**src/rtl/full_dummy_project_top.sv**
```systemverilog
// Processing stage: reads entry i of the current page from two input BRAMs,
// adds the two words and writes the sum to the same address in the output BRAM.
module full_dummy_project_top #(
   parameter int DATA_W     = 32,
   parameter int ADDR_W     = 5,
   parameter int RD_LATENCY = 2
) (
   input  logic              clk,
   input  logic              reset,
   input  logic              en_proc,
   input  logic [1:0]        bx_in,
   output logic              bx_out,
   output logic [ADDR_W-1:0] mem1_readaddr,
   output logic              mem1_enb,
   input  logic [DATA_W-1:0] mem1_dout,
   output logic [ADDR_W-1:0] mem2_readaddr,
   output logic              mem2_enb,
   input  logic [DATA_W-1:0] mem2_dout,
   output logic              memout_ena,
   output logic              memout_wea,
   output logic [ADDR_W-1:0] memout_writeaddr,
   output logic [DATA_W-1:0] memout_din
);

   localparam int IDX_W = ADDR_W - 1;

   logic [IDX_W-1:0]  idx_q, idx_d;
   logic              page_q, page_d;
   logic              page_sel;
   logic [ADDR_W-1:0] rd_addr_q, rd_addr_d;
   logic              rd_en_q, rd_en_d;

   logic [RD_LATENCY-1:0] vld_q;
   logic [ADDR_W-1:0]     adr_q [RD_LATENCY];

   logic              wr_en_q, wr_en_d;
   logic [ADDR_W-1:0] wr_addr_q, wr_addr_d;
   logic [DATA_W-1:0] wr_data_q, wr_data_d;
   logic              bx_q, bx_d;

   // Only the page bit of the bunch-crossing number matters here.
   logic unused_bx_hi;
   assign unused_bx_hi = bx_in[1];

   // Read issue: the page is latched only at entry 0 so a mid-frame bx change is ignored.
   always_comb begin
      idx_d     = idx_q;
      page_d    = page_q;
      page_sel  = page_q;
      rd_addr_d = rd_addr_q;
      rd_en_d   = 1'b0;
      if (en_proc) begin
         if (idx_q == {IDX_W{1'b0}}) begin
            page_sel = bx_in[0];
         end else begin
            page_sel = page_q;
         end
         page_d    = page_sel;
         rd_addr_d = {page_sel, idx_q};
         rd_en_d   = 1'b1;
         idx_d     = idx_q + {{(IDX_W-1){1'b0}}, 1'b1};
      end else begin
         rd_en_d = 1'b0;
      end
   end

   // Write stage: data, address and page hold their last value between writes.
   always_comb begin
      wr_en_d   = vld_q[RD_LATENCY-1];
      wr_addr_d = wr_addr_q;
      wr_data_d = wr_data_q;
      bx_d      = bx_q;
      if (vld_q[RD_LATENCY-1]) begin
         wr_data_d = mem1_dout + mem2_dout;
         wr_addr_d = adr_q[RD_LATENCY-1];
         bx_d      = adr_q[RD_LATENCY-1][ADDR_W-1];
      end else begin
         wr_en_d = 1'b0;
      end
   end

   always_ff @(posedge clk) begin
      if (reset) begin
         idx_q     <= {IDX_W{1'b0}};
         page_q    <= 1'b0;
         rd_addr_q <= {ADDR_W{1'b0}};
         rd_en_q   <= 1'b0;
         vld_q     <= {RD_LATENCY{1'b0}};
         for (int i = 0; i < RD_LATENCY; i++) begin
            adr_q[i] <= {ADDR_W{1'b0}};
         end
         wr_en_q   <= 1'b0;
         wr_addr_q <= {ADDR_W{1'b0}};
         wr_data_q <= {DATA_W{1'b0}};
         bx_q      <= 1'b0;
      end else begin
         idx_q     <= idx_d;
         page_q    <= page_d;
         rd_addr_q <= rd_addr_d;
         rd_en_q   <= rd_en_d;
         // Valid bit and address travel alongside the BRAM read pipeline.
         vld_q[0]  <= rd_en_q;
         adr_q[0]  <= rd_addr_q;
         for (int i = 1; i < RD_LATENCY; i++) begin
            vld_q[i] <= vld_q[i-1];
            adr_q[i] <= adr_q[i-1];
         end
         wr_en_q   <= wr_en_d;
         wr_addr_q <= wr_addr_d;
         wr_data_q <= wr_data_d;
         bx_q      <= bx_d;
      end
   end

   assign mem1_readaddr    = rd_addr_q;
   assign mem2_readaddr    = rd_addr_q;
   assign mem1_enb         = rd_en_q;
   assign mem2_enb         = rd_en_q;
   assign memout_ena       = wr_en_q;
   assign memout_wea       = wr_en_q;
   assign memout_writeaddr = wr_addr_q;
   assign memout_din       = wr_data_q;
   assign bx_out           = bx_q;

endmodule

```
**config.mk**
```make
export PLATFORM = sky130hd
export DESIGN_NAME = full_dummy_project_top
export DESIGN_NICKNAME = d
export VERILOG_FILES = /design/src/rtl/full_dummy_project_top.sv
export SDC_FILE = /design/constraint.sdc
export NUM_CORES = 1
export LEC_CHECK = 0
export ABC_AREA = 1
export ABC_CLOCK_PERIOD_IN_PS = 4450
export BUFFER_PORTS_ARGS = -buffer_cell sky130_fd_sc_hd__buf_4
export CAP_MARGIN = 20
export CORE_ASPECT_RATIO = 1.75
export CORE_MARGIN = 2
export CORE_UTILIZATION = 35
export CTS_CLUSTER_DIAMETER = 60
export CTS_CLUSTER_SIZE = 10
export DETAILED_ROUTE_END_ITERATION = 12
export PLACE_DENSITY_LB_ADDON = 0.05
export SETUP_SLACK_MARGIN = 0.3
export SYNTH_ARGS = -nofsm -noshare
export SYNTH_HDL_FRONTEND = slang
export SYNTH_SLANG_ARGS = --single-unit
```
**constraint.sdc**
```tcl
create_clock -name clk -period 4.45 [get_ports clk]
set_clock_uncertainty 0.1 [all_clocks]
set_input_delay 0.445 -clock clk [delete_from_list [all_inputs] [get_ports clk]]
set_output_delay 0.445 -clock clk [all_outputs]
set_load 0.01 [all_outputs]
```
==> results by group <==
Placed design
  – Detailed Place HPWL: 11,100 um
  – Worst Setup Slack post-DPL: 1.94 ns
  – I/O Buffers: 119
  – Gpl congestion: 0.907

STA
  – Setup ws final: 2.30 ns
  – Setup TNS: 0 ns
  – Smallest hold slack: 0.259 ns
  – Fin. Hold Viols: 0
  – Worst slew pin tran: around 0.7 ns
  – RSZ-0062 raised after global routing: no
  – Final Setup Violations: 0
  – Period minus WS final: around 2.1 ns
  – Final period utilization: 0.482
  – Max transition margin: 0.532
  – Fmax: approximately 470 MHz
  – Max-slew violations: 0

Synthesis
  – Largest cells by area after synthesis: dfxtp_1, nand2_1, inv_1
  – Mapped Cells: 765
  – Sequential area share after synthesis: 0.269
  – Synth Net Count: 868
  – Synthesized area per cell: 5.84 um2
  – Synth Register Bits: 60
  – Yosys warning total: 0
  – Distinct cells, synth: 25
  – Post-synth top area share: 0.269
  – Mapped Area: 4470 um2
  – Yosys top cell by area: dfxtp_1

CTS
  – CTS root buf: clkbuf_16
  – CTS buffer count: 9
  – Hold_buf cts: 0
  – Reg clk slew, reported paths: 0.05 ns
  – H-tree levels: 3
  – TritonCTS clock tree: built
  – # Post-CTS Setup Buffers: 0
  – Worst skew pair latency: 0.32 ns
  – Post-cts gate resize count: 0
  – CTS Buffer Depth: 2
  – Clock tree sinks: 60

Die
  – Die Width: 89.4 um
  – Initial Utilization: 0.358
  – Ports: around 120
  – Number of core rows: 54
  – Core Region: around 12,000 um2
  – Die area: ~14,000 um2
  – Die H: ~150 um

GRT
  – Initial antenna violation count: 0
  – Grt total ovfl: 0
  – GRT Util Overall: 0.197
  – Largest net degree at the start of global routing: 46
  – Number of global-route vias before repair: 4,614
  – First-pass GRT wire length: 21,100 um

Critical path
  – Req. time, crit path: 4.57 ns
  – Critical path launch point: mem1_dout[0]
  – Worst Path Max Fanout: 4
  – Worst EP arrival: about 2.3 ns
  – Crit path capture type: flop
  – Setup Crit Path Kind: input port to flop
  – R2R depth: 5
  – R2R Path Start: vld_q[1]
  – CP Launch Type: input port

Power and ir drop
  – Static leakage: 0.00335 uW
  – Peak VDD IR: approximately 220 uV
  – Tot Pwr: 1700 uW
  – Pwr Density: 294 nW/um2

Route
  – # DRC: 0
  – Final wirelength: 13,100 um
  – Initial DRC Count: 115
  – Number of detailed-route iterations in the first pass: 4
  – Wire per inst: between 10 and 15 um
  – Routed vias/inst: 4.53
  – Antenna viol nets, final: 0
  – DR vias: 4,741

Layout
  – Fraction of layout instances using a drive strength above 1: 0.166
  – Final nets: 977
  – Inserted Diodes: 0
  – Most common cell after layout, fill and taps aside: nand2_1
  – Commonest non-fill, non-tap cells in the layout: nand2_1, inv_1, buf_4
  – Fin util: 0.461
  – Fillers: 1,393
  – Area delta synth->final: 28.8%

Flow run
  – Max-Cap Viols: 0

Status
  – Status: completed

Worst hold path
  – Worst Hold Class: input port to flop
  – Hold_sp: en_proc
  – Worst Hold Depth: 2
## worst max-delay path, stage by stage
cell and delay, ns:
buf_4 0.11, ha_1 0.25, fa_1 0.45, nand3_1 0.12
nand3_1 0.15, nand3_1 0.12, nand3_2 0.11, nand3_1 0.11
nand2_1 0.05, nand2_1 0.05, nand3_1 0.14, nand2_1 0.11
inv_1 0.04
## synthesized netlist by cell type, drive strengths merged
cell    count
dfxtp      60
a21oi      32
nand2     239
nand3      52
o21ai      27
xnor2       9
buf        13
inv       152
nor2      117
nor3        5
a21o        1
nor4        1
nand4       4
xor2        7
fa          1
clkbuf      9
o21bai      3
ha         33
## logic make-up (layout without fill, tap and decap cells)
logic type	count (synthesis)	after routing	share of synthesized area
adders and majority gates	34	34	0.0968
AOI/OAI and AO/OA	63	63	0.0728
and+or+nand+nor	418	418	0.376
buffers and inverters	174	288	0.154
DFF	60	60	0.269
xor gates and xnor gates	16	16	0.0313
## state kept, by name, summed over array words and instances (netlist names)
name,count
memout_din,32
adr_q,10
memout_writeaddr,5
mem1_enb,1
vld_q,2
idx_q,4
memout_ena,1
mem1_readaddr,5
## report_power, final
group          internal, uW  total [uW]  switching [uW]
combinational           181         450             269
clock                   433         675             242
sequential              559         571            11.7
## worst paths after layout
check / end / slack (ns)
worst max-delay path: memout_din[20] / 2.30
worst min register to register: adr_q[0][8] / 0.30
worst max register to register: memout_din[11] / 2.46
worst min-delay path: mem1_readaddr[2] / 0.26
## per-layer routing
metal / GRT usage / routed length [um] / vias up
met4: 0.0668 / 444 / 0
met3: 0.0290 / 408 / 25
met1: 0.190 / 4830 / 2093
met2: 0.398 / 7460 / 96
met5: 0 / 0 / -
li1: - / - / 2527
## layout make-up
| type | count | area, um2 | share of cell area |
|---|---|---|---|
| repair buffers | 120 | 901 | 0.156 |
| multi-input cells | 531 | 2580 | 0.448 |
| clock inverters | 6 | 65.1 | 0.0113 |
| well taps | 168 | 210 | 0.0365 |
| flip-flops and latches | 60 | 1200 | 0.209 |
| clock buffers | 10 | 229 | 0.0398 |
| inverters | 152 | 571 | 0.0991 |
## through the flow
| stage | std cells | area [um2] |
|---|---|---|
| global placement | 1031 | 5460 |
| detailed placement | 1031 | 5460 |
| CTS | 1047 | 5760 |
| finish | 1047 | 5760 |
| floorplan | 765 | 4470 |
| global route | 1047 | 5760 |
Note: power is estimated with default switching activity, not from simulation.
